$ cat config.mk
export PLATFORM = sky130hd
export DESIGN_NAME = select_ui_scroll
export DESIGN_NICKNAME = d
export VERILOG_FILES = /design/src/rtl/select_ui_scroll.sv
export SDC_FILE = /design/constraint.sdc
export NUM_CORES = 1
export LEC_CHECK = 0
export ABC_AREA = 1
export BUFFER_PORTS_ARGS = -buffer_cell sky130_fd_sc_hd__buf_2
export CAP_MARGIN = 0
export CORE_MARGIN = 1.5
export CORE_UTILIZATION = 60
export DETAILED_ROUTE_END_ITERATION = 10
export HOLD_SLACK_MARGIN = 0.06
export PLACE_DENSITY_LB_ADDON = 0.15
export SLEW_MARGIN = 0
export SYNTH_ARGS = -nofsm -noshare
export SYNTH_HDL_FRONTEND = slang
export SYNTH_SLANG_ARGS = --single-unit
$ cat constraint.sdc
create_clock -name clk -period 5.4 [get_ports clk]
set_input_delay 0 -clock clk [delete_from_list [all_inputs] [get_ports clk]]
set_output_delay 0 -clock clk [all_outputs]
set_load 0.03 [all_outputs]
$ cat src/rtl/select_ui_scroll.sv
// Scrollable menu-select UI page: draws a VIS_ROWS window of menu labels with a '>' cursor.
// Optional macro SELECT_UI_WRAP_EN makes UP/DOWN wrap around the ends of the menu.
module select_ui_scroll #(
    parameter int MENU_COUNT = 5,
    parameter int VIS_ROWS   = 2,
    parameter int STR_LEN    = 7,
    parameter logic [MENU_COUNT*STR_LEN*8-1:0] MENU_STR_FLAT  = {MENU_COUNT*STR_LEN{8'h20}},
    parameter logic [MENU_COUNT*4-1:0]         NEXT_UUID_FLAT = '0,
    parameter logic [3:0]                      BACK_UUID      = 4'd0
) (
    input  logic       clk,
    input  logic       rst,
    input  logic       is_active,
    input  logic [7:0] key_data,
    input  logic       key_valid,
    input  logic       lcd_busy,
    input  logic       lcd_done,
    output logic       lcd_req,
    output logic [1:0] lcd_row,
    output logic [3:0] lcd_col,
    output logic [7:0] lcd_char,
    output logic       change_req,
    output logic [3:0] next_ui_id
);
    typedef enum logic [2:0] {IDLE, DRAW_REQ, DRAW_WAIT, DRAW_GAP, READY} state_t;
    typedef enum logic [1:0] {K_UP, K_DOWN, K_ENTER, K_BACK} key_t;

    localparam logic [3:0] LAST_ITEM = 4'(MENU_COUNT - 1);
    localparam logic [1:0] LAST_ROW  = 2'(VIS_ROWS - 1);
    localparam logic [3:0] LAST_COL  = 4'(STR_LEN);
    localparam logic [4:0] VIS_W     = 5'(VIS_ROWS);
    localparam logic [3:0] VIS_M1    = 4'(VIS_ROWS - 1);
    localparam logic [3:0] WRAP_TOP  = (MENU_COUNT > VIS_ROWS) ? 4'(MENU_COUNT - VIS_ROWS) : 4'd0;

    state_t     state_r, next_state_s;
    logic [3:0] cursor_r, top_r, cursor_nxt_s, top_nxt_s;
    logic [1:0] row_r;
    logic [3:0] col_r;
    logic       key_valid_d_r, pend_valid_r, change_req_r;
    key_t       pend_key_r, key_code_s;
    logic [3:0] next_ui_id_r;
    logic       key_rise_s, key_known_s, consume_s, moved_s;
    logic [4:0] draw_item_s;
    logic [7:0] draw_char_s;
    logic       unused_busy_s;

    // Label character for column col (1..STR_LEN) of item; blank past the end of the menu
    function automatic logic [7:0] label_char(input logic [4:0] item, input logic [3:0] col);
        int idx;
        if (item >= 5'(MENU_COUNT) || col == 4'd0 || col > LAST_COL) begin
            label_char = 8'h20;
        end else begin
            idx = ((MENU_COUNT - 1 - int'(item)) * STR_LEN + (STR_LEN - int'(col))) * 8;
            label_char = MENU_STR_FLAT[idx +: 8];
        end
    endfunction

    assign unused_busy_s = lcd_busy;
    assign key_rise_s    = key_valid & ~key_valid_d_r;
    assign consume_s     = is_active && (state_r == READY) && pend_valid_r;

    // Key code decode
    always_comb begin
        key_known_s = 1'b1;
        key_code_s  = K_UP;
        case (key_data)
            8'h80:   key_code_s = K_UP;
            8'h81:   key_code_s = K_DOWN;
            8'h0D:   key_code_s = K_ENTER;
            8'h1B:   key_code_s = K_BACK;
            default: key_known_s = 1'b0;
        endcase
    end

    // Cursor/window update for the pending key
    always_comb begin
        cursor_nxt_s = cursor_r;
        top_nxt_s    = top_r;
        case (pend_key_r)
            K_UP: begin
                if (cursor_r != 4'd0) begin
                    cursor_nxt_s = cursor_r - 4'd1;
                    if (cursor_nxt_s < top_r) top_nxt_s = cursor_nxt_s;
                    else                      top_nxt_s = top_r;
                end else begin
`ifdef SELECT_UI_WRAP_EN
                    cursor_nxt_s = LAST_ITEM;
                    top_nxt_s    = WRAP_TOP;
`else
                    cursor_nxt_s = cursor_r;
                    top_nxt_s    = top_r;
`endif
                end
            end
            K_DOWN: begin
                if (cursor_r != LAST_ITEM) begin
                    cursor_nxt_s = cursor_r + 4'd1;
                    if ({1'b0, cursor_nxt_s} >= {1'b0, top_r} + VIS_W) top_nxt_s = cursor_nxt_s - VIS_M1;
                    else                                               top_nxt_s = top_r;
                end else begin
`ifdef SELECT_UI_WRAP_EN
                    cursor_nxt_s = 4'd0;
                    top_nxt_s    = 4'd0;
`else
                    cursor_nxt_s = cursor_r;
                    top_nxt_s    = top_r;
`endif
                end
            end
            default: begin
                cursor_nxt_s = cursor_r;
                top_nxt_s    = top_r;
            end
        endcase
    end

    assign moved_s = (cursor_nxt_s != cursor_r);

    // Next-state logic; losing is_active overrides everything
    always_comb begin
        next_state_s = state_r;
        if (!is_active) begin
            next_state_s = IDLE;
        end else begin
            case (state_r)
                IDLE:      next_state_s = DRAW_REQ;
                DRAW_REQ:  next_state_s = DRAW_WAIT;
                DRAW_WAIT: next_state_s = lcd_done ? DRAW_GAP : DRAW_WAIT;
                DRAW_GAP:  next_state_s = (row_r == LAST_ROW && col_r == LAST_COL) ? READY : DRAW_REQ;
                READY:     next_state_s = (consume_s && moved_s) ? DRAW_REQ : READY;
                default:   next_state_s = IDLE;
            endcase
        end
    end

    // State, key capture, cursor/window and draw-position registers
    always_ff @(posedge clk or posedge rst) begin
        if (rst) begin
            state_r       <= IDLE;
            cursor_r      <= 4'd0;
            top_r         <= 4'd0;
            row_r         <= 2'd0;
            col_r         <= 4'd0;
            key_valid_d_r <= 1'b0;
            pend_valid_r  <= 1'b0;
            pend_key_r    <= K_UP;
            change_req_r  <= 1'b0;
            next_ui_id_r  <= 4'd0;
        end else begin
            state_r       <= next_state_s;
            key_valid_d_r <= key_valid;
            change_req_r  <= 1'b0;
            if (!is_active) begin
                pend_valid_r <= 1'b0;
            end else if (key_rise_s && key_known_s && (!pend_valid_r || consume_s)) begin
                pend_valid_r <= 1'b1;
                pend_key_r   <= key_code_s;
            end else if (consume_s) begin
                pend_valid_r <= 1'b0;
            end else begin
                pend_valid_r <= pend_valid_r;
            end
            case (state_r)
                IDLE: begin
                    if (is_active) begin
                        cursor_r <= 4'd0;
                        top_r    <= 4'd0;
                        row_r    <= 2'd0;
                        col_r    <= 4'd0;
                    end
                end
                DRAW_GAP: begin
                    if (col_r != LAST_COL) begin
                        col_r <= col_r + 4'd1;
                    end else begin
                        col_r <= 4'd0;
                        row_r <= (row_r == LAST_ROW) ? 2'd0 : row_r + 2'd1;
                    end
                end
                READY: begin
                    if (consume_s) begin
                        cursor_r <= cursor_nxt_s;
                        top_r    <= top_nxt_s;
                        case (pend_key_r)
                            K_ENTER: begin
                                next_ui_id_r <= NEXT_UUID_FLAT[{cursor_r, 2'b00} +: 4];
                                change_req_r <= 1'b1;
                            end
                            K_BACK: begin
                                next_ui_id_r <= BACK_UUID;
                                change_req_r <= 1'b1;
                            end
                            default: ;
                        endcase
                    end
                end
                default: ;
            endcase
        end
    end

    assign draw_item_s = {3'd0, row_r} + {1'b0, top_r};

    // Character for the current draw position
    always_comb begin
        draw_char_s = 8'h20;
        if (col_r == 4'd0) draw_char_s = (draw_item_s == {1'b0, cursor_r}) ? 8'h3E : 8'h20;
        else               draw_char_s = label_char(draw_item_s, col_r);
    end

    // lcd_req is decoded from the state register and gated so deactivation drops it at once
    assign lcd_req    = is_active && (state_r == DRAW_REQ || state_r == DRAW_WAIT);
    assign lcd_row    = row_r;
    assign lcd_col    = col_r;
    assign lcd_char   = lcd_req ? draw_char_s : 8'h00;
    assign change_req = change_req_r;
    assign next_ui_id = next_ui_id_r;
endmodule

======== Word-level counts from Yosys, hierarchy flattened ========
Cells that the tools add are included.
storage, ports and cells
  register bits after elaboration ......... 26
  output and inout port bits .............. 20
  logic and storage cells ................. 119
  input port bits ......................... 14
cells by class
  bitwise logic cells ..................... 2
  eq/ne operators ......................... 26
  multipliers ............................. 1
  muxes and demuxes ....................... 37
  reductions and logical operators ........ 27
  shift-type cells ........................ 2
  $lt $le $gt $ge ......................... 4
  $add $sub $neg .......................... 10
operator list
  kind                                                          count
  indexed part select 280 x 14 -> 8 bit (first input constant)  1
  case mux 4 bit (2 select lines)                               6
  two-way mux 4 bit                                             10
  two-way mux 8 bit                                             3
  indexed part select 20 x 7 -> 4 bit (first input constant)    1
  equality test 8 bit (second input constant)                   2
  case mux 3 bit (5 select lines)                               1
  inequality test 3 bit (second input constant)                 4
  adder 10 x 5 -> 11 bit                                        1
  multiplier 6 x 4 -> 10 bit (second input constant)            1
  two-way mux 3 bit                                             3
  AND reduction 3 bit                                           3
  adder 4 x 1 -> 4 bit (second input constant)                  2
  equality test 8 x 4 -> 1 bit (second input constant)          1
  equality test 8 x 5 -> 1 bit (second input constant)          1
  two-way mux 1 bit                                             8
  inequality test 4 x 3 -> 1 bit (second input constant)        2
  AND reduction 8 bit                                           1
  subtractor 4 x 1 -> 4 bit (second input constant)             2
  logical AND 1 bit                                             7
  equality test 3 x 2 -> 1 bit (second input constant)          2
  two-way mux 2 bit                                             3
  inequality test 2 bit (second input constant)                 3
  inequality test 3 x 1 -> 1 bit (second input constant)        2
  other kinds (31)                                              39

======== Logic depth before layout (Yosys ltp) ========
  depth after elaboration ................. 8
  depth in mapped cells ................... 26
  gate-level depth less buffers ........... 26

======== Worst setup path after synthesis ========
Ideal clock, no wire load.
  path kind ............................... reg2out
  start point ............................. reg row_r[0], in the netlist lcd_row[0]
  end point ............................... out lcd_char[5]
  data required time ...................... 5400 ps
  setup slack ............................. 619 ps
  arrival ................................. 4781 ps
  path buffers ............................ 0
  stages on the path, launching flop included .. 24
  cells stage by stage .................... dfrtp_1 -> ha_1 -> fa_1 -> inv_1 -> ha_1 -> or2_4 -> nand2_4 -> xor2_4 -> ha_1 -> fa_1 -> inv_1 -> fa_1 -> inv_1 -> ha_1 -> nand2_1 -> inv_1 -> nand3_1 -> nand3_1 -> nand2_1 -> nand2_1 -> nand2_1 -> inv_1 -> nand3_1 -> a21oi_1
between the ends
  cells in the longest elaborated chain, start to end .. 8
  elaborated cells between the ends (all ways) .. 11
  classes of those cells .................. 3 x add/sub; 1 x mul; 1 x order compare; 1 x shift; 3 x mux; 2 x reduce/logical
RTL lines
  element                                line  source
  start: declaration                     37    logic [1:0] row_r;
  start signal: assignment               177   row_r <= (row_r == LAST_ROW) ? 2'd0 : row_r + 2'd1;
  adder 2 x 4 -> 5 bit (*)               202   assign draw_item_s = {3'd0, row_r} + {1'b0, top_r};
  subtractor 3 x 5 -> 6 bit              53    idx = ((MENU_COUNT - 1 - int'(item)) * STR_LEN + (STR_LEN - int'(col))) * 8;
  multiplier 6 x 4 -> 10 bit             53
  adder 10 x 5 -> 11 bit                 53
  indexed part select 280 x 14 -> 8 bit  54    label_char = MENU_STR_FLAT[idx +: 8];
  two-way mux 8 bit (*)                  50    if (item >= 5'(MENU_COUNT) || col == 4'd0 || col > LAST_COL) begin
  two-way mux 8 bit (*)                  207   if (col_r == 4'd0) draw_char_s = (draw_item_s == {1'b0, cursor_r}) ? 8'h3E : 8'h20;
  two-way mux 8 bit (*)                  215   assign lcd_char = lcd_req ? draw_char_s : 8'h00;
  end: declaration                       21    output logic [7:0] lcd_char,
Every way passes the cells marked *; elsewhere a longest branch is shown, timed or not.

======== Worst setup path in the final report ========
Same ends and word-level chain as after synthesis.

==> run_results.csv <==
group,metric,value,unit
status,status,"finished, final reports clean",
route,ant_nets,0,
floorplanning,die_w,70.8,um
cts,clk_pin_slew,0.08,ns
synthesis,avgSynthCellArea,6.96,sq um
critical_path,slowest_stage,"fa_2",
timing,worst_slack,0.347,ns
critical_path,worstSetupPathType,"reg -> out",
critical_path,slowest_delay,0.59,ns
synthesis,syn_area,2760,sq um
global_route,grt_use_total,25.7,%
timing,rsz0062_at_grt,"false",
synthesis,ys.flop_type,"dfrtp_1",
route,firstDrtPassIters,5,
timing,final-max-slew-violation-count,0,
floorplanning,io_pins,34,
timing,final.setup.tns,0,ns
synthesis,synthArstFlopShare,100,%
final_layout,fillers,386,
floorplanning,core,4380,sq um
placed_design,place_inst,468,
route,routed-wl-met3,268,um
timing,fmax,198,MHz
cts,clock-root-buffer,"clkbuf_8",
critical_path,crit_family,"adder cells",
final_layout,antenna_cells,0,
synthesis,yosys.area.top_type,"dfrtp_1",
route,finalWirelength,6070,um
route,num_vias,2586,
cts,cts_tree,"yes",
timing,max_slew_margin,45.0,%
timing,min_period,5.05,ns
synthesis,postSynthCellCount,397,
cts,clock-sinks,22,
critical_path,worstPathArrival,5.05,ns
critical_path,crit_fanout,6,
cts,post-cts-setup-buffers,0,
final_layout,nNetsFinal,475,
global_route,antenna_found_initial,0,
critical_path,cp-end-kind,"output port",
route,drt_iter0_drc,195,
synthesis,netlist.area_leader.share,19.9,%
floorplanning,start_util,63.0,%
synthesis,ys_seq_area_share,19.9,%
placed_design,hpwl,4950,um
power_and_ir_drop,powerDensity,257,nW/um^2
final_layout,stdcell_count,474,
global_route,grt_pass1_wl,10600,um
global_route,grt-ovfl-total,0,
final_layout,final_layout_size_suffix_gt1_share,12.6,%
critical_path,critPathLaunchType,"register",
critical_path,crit_top_cell,"inv_1",
final_layout,area_growth,7.29,%
floorplanning,rows,24,
critical_path,crit_chain,"ha_1 -> fa_2 -> inv_1 -> ha_1 -> or2_4 -> nand2_4 -> xor2_4 -> ha_1 -> fa_1 -> inv_1 -> fa_1 -> inv_1 -> ha_1 -> nand2_1 -> inv_1 -> nand3_1 -> nand3_1 -> nand2_1 -> nand2_1 -> nand2_1 -> inv_1 -> nand3_1 -> a21oi_1 -> buf_4",
synthesis,synth_edf_count,0,
route,top_layer_used,"met4",
timing,final.period_utilization,93.6,%
synthesis,ys_warn_count,0,
synthesis,synth-seq-cells,22,
placed_design,gp_congestion,0.979,
timing,setup_viol,0,
power_and_ir_drop,power_leakage,0.00164,uW
global_route,grt_max_degree,23,
route,route.detailed.drc,0,
placed_design,io_buffers,25,
floorplanning,die_y,70.8,um
timing,tightest_slew,0.824,ns
floorplanning,die_area,5020,sq um
synthesis,synth.distinct_cells,43,
critical_path,required,5.40,ns
route,drt-wirelength-per-cell,12.8,um
global_route,grt_pass1_vias,2434,
route,met2_length,2870,um
placed_design,pre_cts_ws,0.594,ns
power_and_ir_drop,vdd_ir_drop_max,173,uV
critical_path,crit_buf_inv,6,
cts,cts_buffers,3,
cts,clk_latency,0.27,ns
timing,fin_skew,0.00481,ns
cts,cts.path.max_buffers,2,
power_and_ir_drop,fin_total_pwr,762,uW
route,m1WireLength,2830,um
synthesis,synth_area_leaders,"dfrtp_1, ha_1, nand2_1",
hold_path,hp-class,"in -> reg",
timing,finalHoldViolCount,0,
job,drv_cap,0,
cts,htree_levels,1,
route,avgViaCountPerCell,5.46,
==> per-layer routing <==
layer | global-route usage (%) | up-vias
met5 | 0 | -
met4 | 8.39 | 0
met1 | 35.1 | 1173
met3 | 0.997 | 9
li1 | - | 1326
met2 | 44.3 | 78
==> registers in the layout, indices dropped and copies added (netlist names) <==
| signal | flops |
|---|---|
| cursor_r | 4 |
| top_r | 4 |
| pend_key_r | 2 |
| lcd_col | 4 |
| pend_valid_r | 1 |
| change_req | 1 |
| lcd_row | 2 |
| key_valid_d_r | 1 |
| state_r | 3 |
==> worst register-to-register path: stages (launching register included) <==
cell,delay (ns)
dfrtp_1,0.58
inv_2,0.10
ha_1,0.39
inv_1,0.13
ha_1,0.29
a21oi_1,0.06
o21ai_0,0.34
nand3_1,0.12
nand2_1,0.08
inv_1,0.07
nand4_1,0.09
nand2_1,0.06
==> stage by stage <==
step                      util [%]  instance area (sq um)  hold WS, ns
final                         67.6                   2960       0.0797
after global routing          67.6                   2960       0.0972
after CTS                     67.5                   2960       0.0738
after detailed placement      65.8                   2880        0.124
after global placement        65.8                   2880        0.123
after floorplan                  -                   2780      -0.0108
==> cell type report <==
class                           count  area, sq um  area share, %
Sequential cell                    22          551           18.6
Clock buffer                        4         55.1           1.86
Tap cell                           52         65.1           2.20
Timing Repair Buffer               27          148           4.98
Inverter                           80          304           10.3
Multi-Input combinational cell    289         1840           62.1
==> what timing repair did <==
action                                  4_1_cts  5_1_grt
gates resized for setup                       0        3
endpoints found under the setup margin        0        1
hold endpoints to repair                     23        0
hold buffers                                  2        0
==> cells by family after synthesis <==
kind of cell             share of synthesized area (%)
AND/OR/NAND/NOR                                   30.4
buffers and inverters                             14.3
AO/OA/AOI/OAI                                     10.7
adder cells (fa/ha/maj)                           19.4
flip-flops                                        19.9
XOR/XNOR                                          5.12
other                                            0.136
==> where the power goes <==
part | switching, uW | leakage [uW] | internal, uW
logic | 281 | 0.00131 | 168
clock network | 57.8 | 0.0000288 | 65.3
registers | 14.7 | 0.000295 | 174
==> worst paths after layout <==
path	startpoint	end	slack, ns	cells after the start
max reg2reg	cursor_r[0]	top_r[2]	2.98	11
min	is_active	state_r[2]	0.08	3
min reg2reg	top_r[0]	top_r[0]	0.56	2
min in group asynchronous	rst	pend_valid_r	0.43	3
max in group asynchronous	rst	lcd_col[3]	4.46	3
max	lcd_row[0]	lcd_char[5]	0.35	24
==> cells in the mapped netlist, types with 5 or more instances <==
cell type / number
a21oi_1: 16
buf_4: 10
dfrtp_1: 22
fa_1: 8
ha_1: 30
inv_1: 72
inv_2: 6
nand2_1: 89
nand3_1: 35
nand4_1: 13
nor2_1: 18
nor3_1: 9
o21ai_0: 12
o21ai_1: 5
xor2_1: 11
==> layout by cell type (no fill, tap or decap), drive strengths merged <==
master	netlist	layout
o211ai	1	1
nand3b	2	2
o21bai	1	1
clkinv	1	1
a31o	1	1
o22ai	2	2
a21oi	16	16
dfrtp	22	22
a211oi	1	1
o32a	1	1
nor3	9	9
nand4	13	13
o211a	1	1
nand3	35	35
xnor2	2	2
or2	3	3
a31oi	1	1
o31ai	2	2
a21o	1	1
o21ai	17	17
dlygate4sd3	0	2
fa	8	8
xor2	12	12
conb	1	7
nand2	96	96
buf	12	25
o2111ai	1	1
o221ai	1	1
nor2	23	23
inv	79	79
ha	30	30
o32ai	1	1
clkbuf	0	4
a22oi	1	1
(Power assumes the default switching activity.)
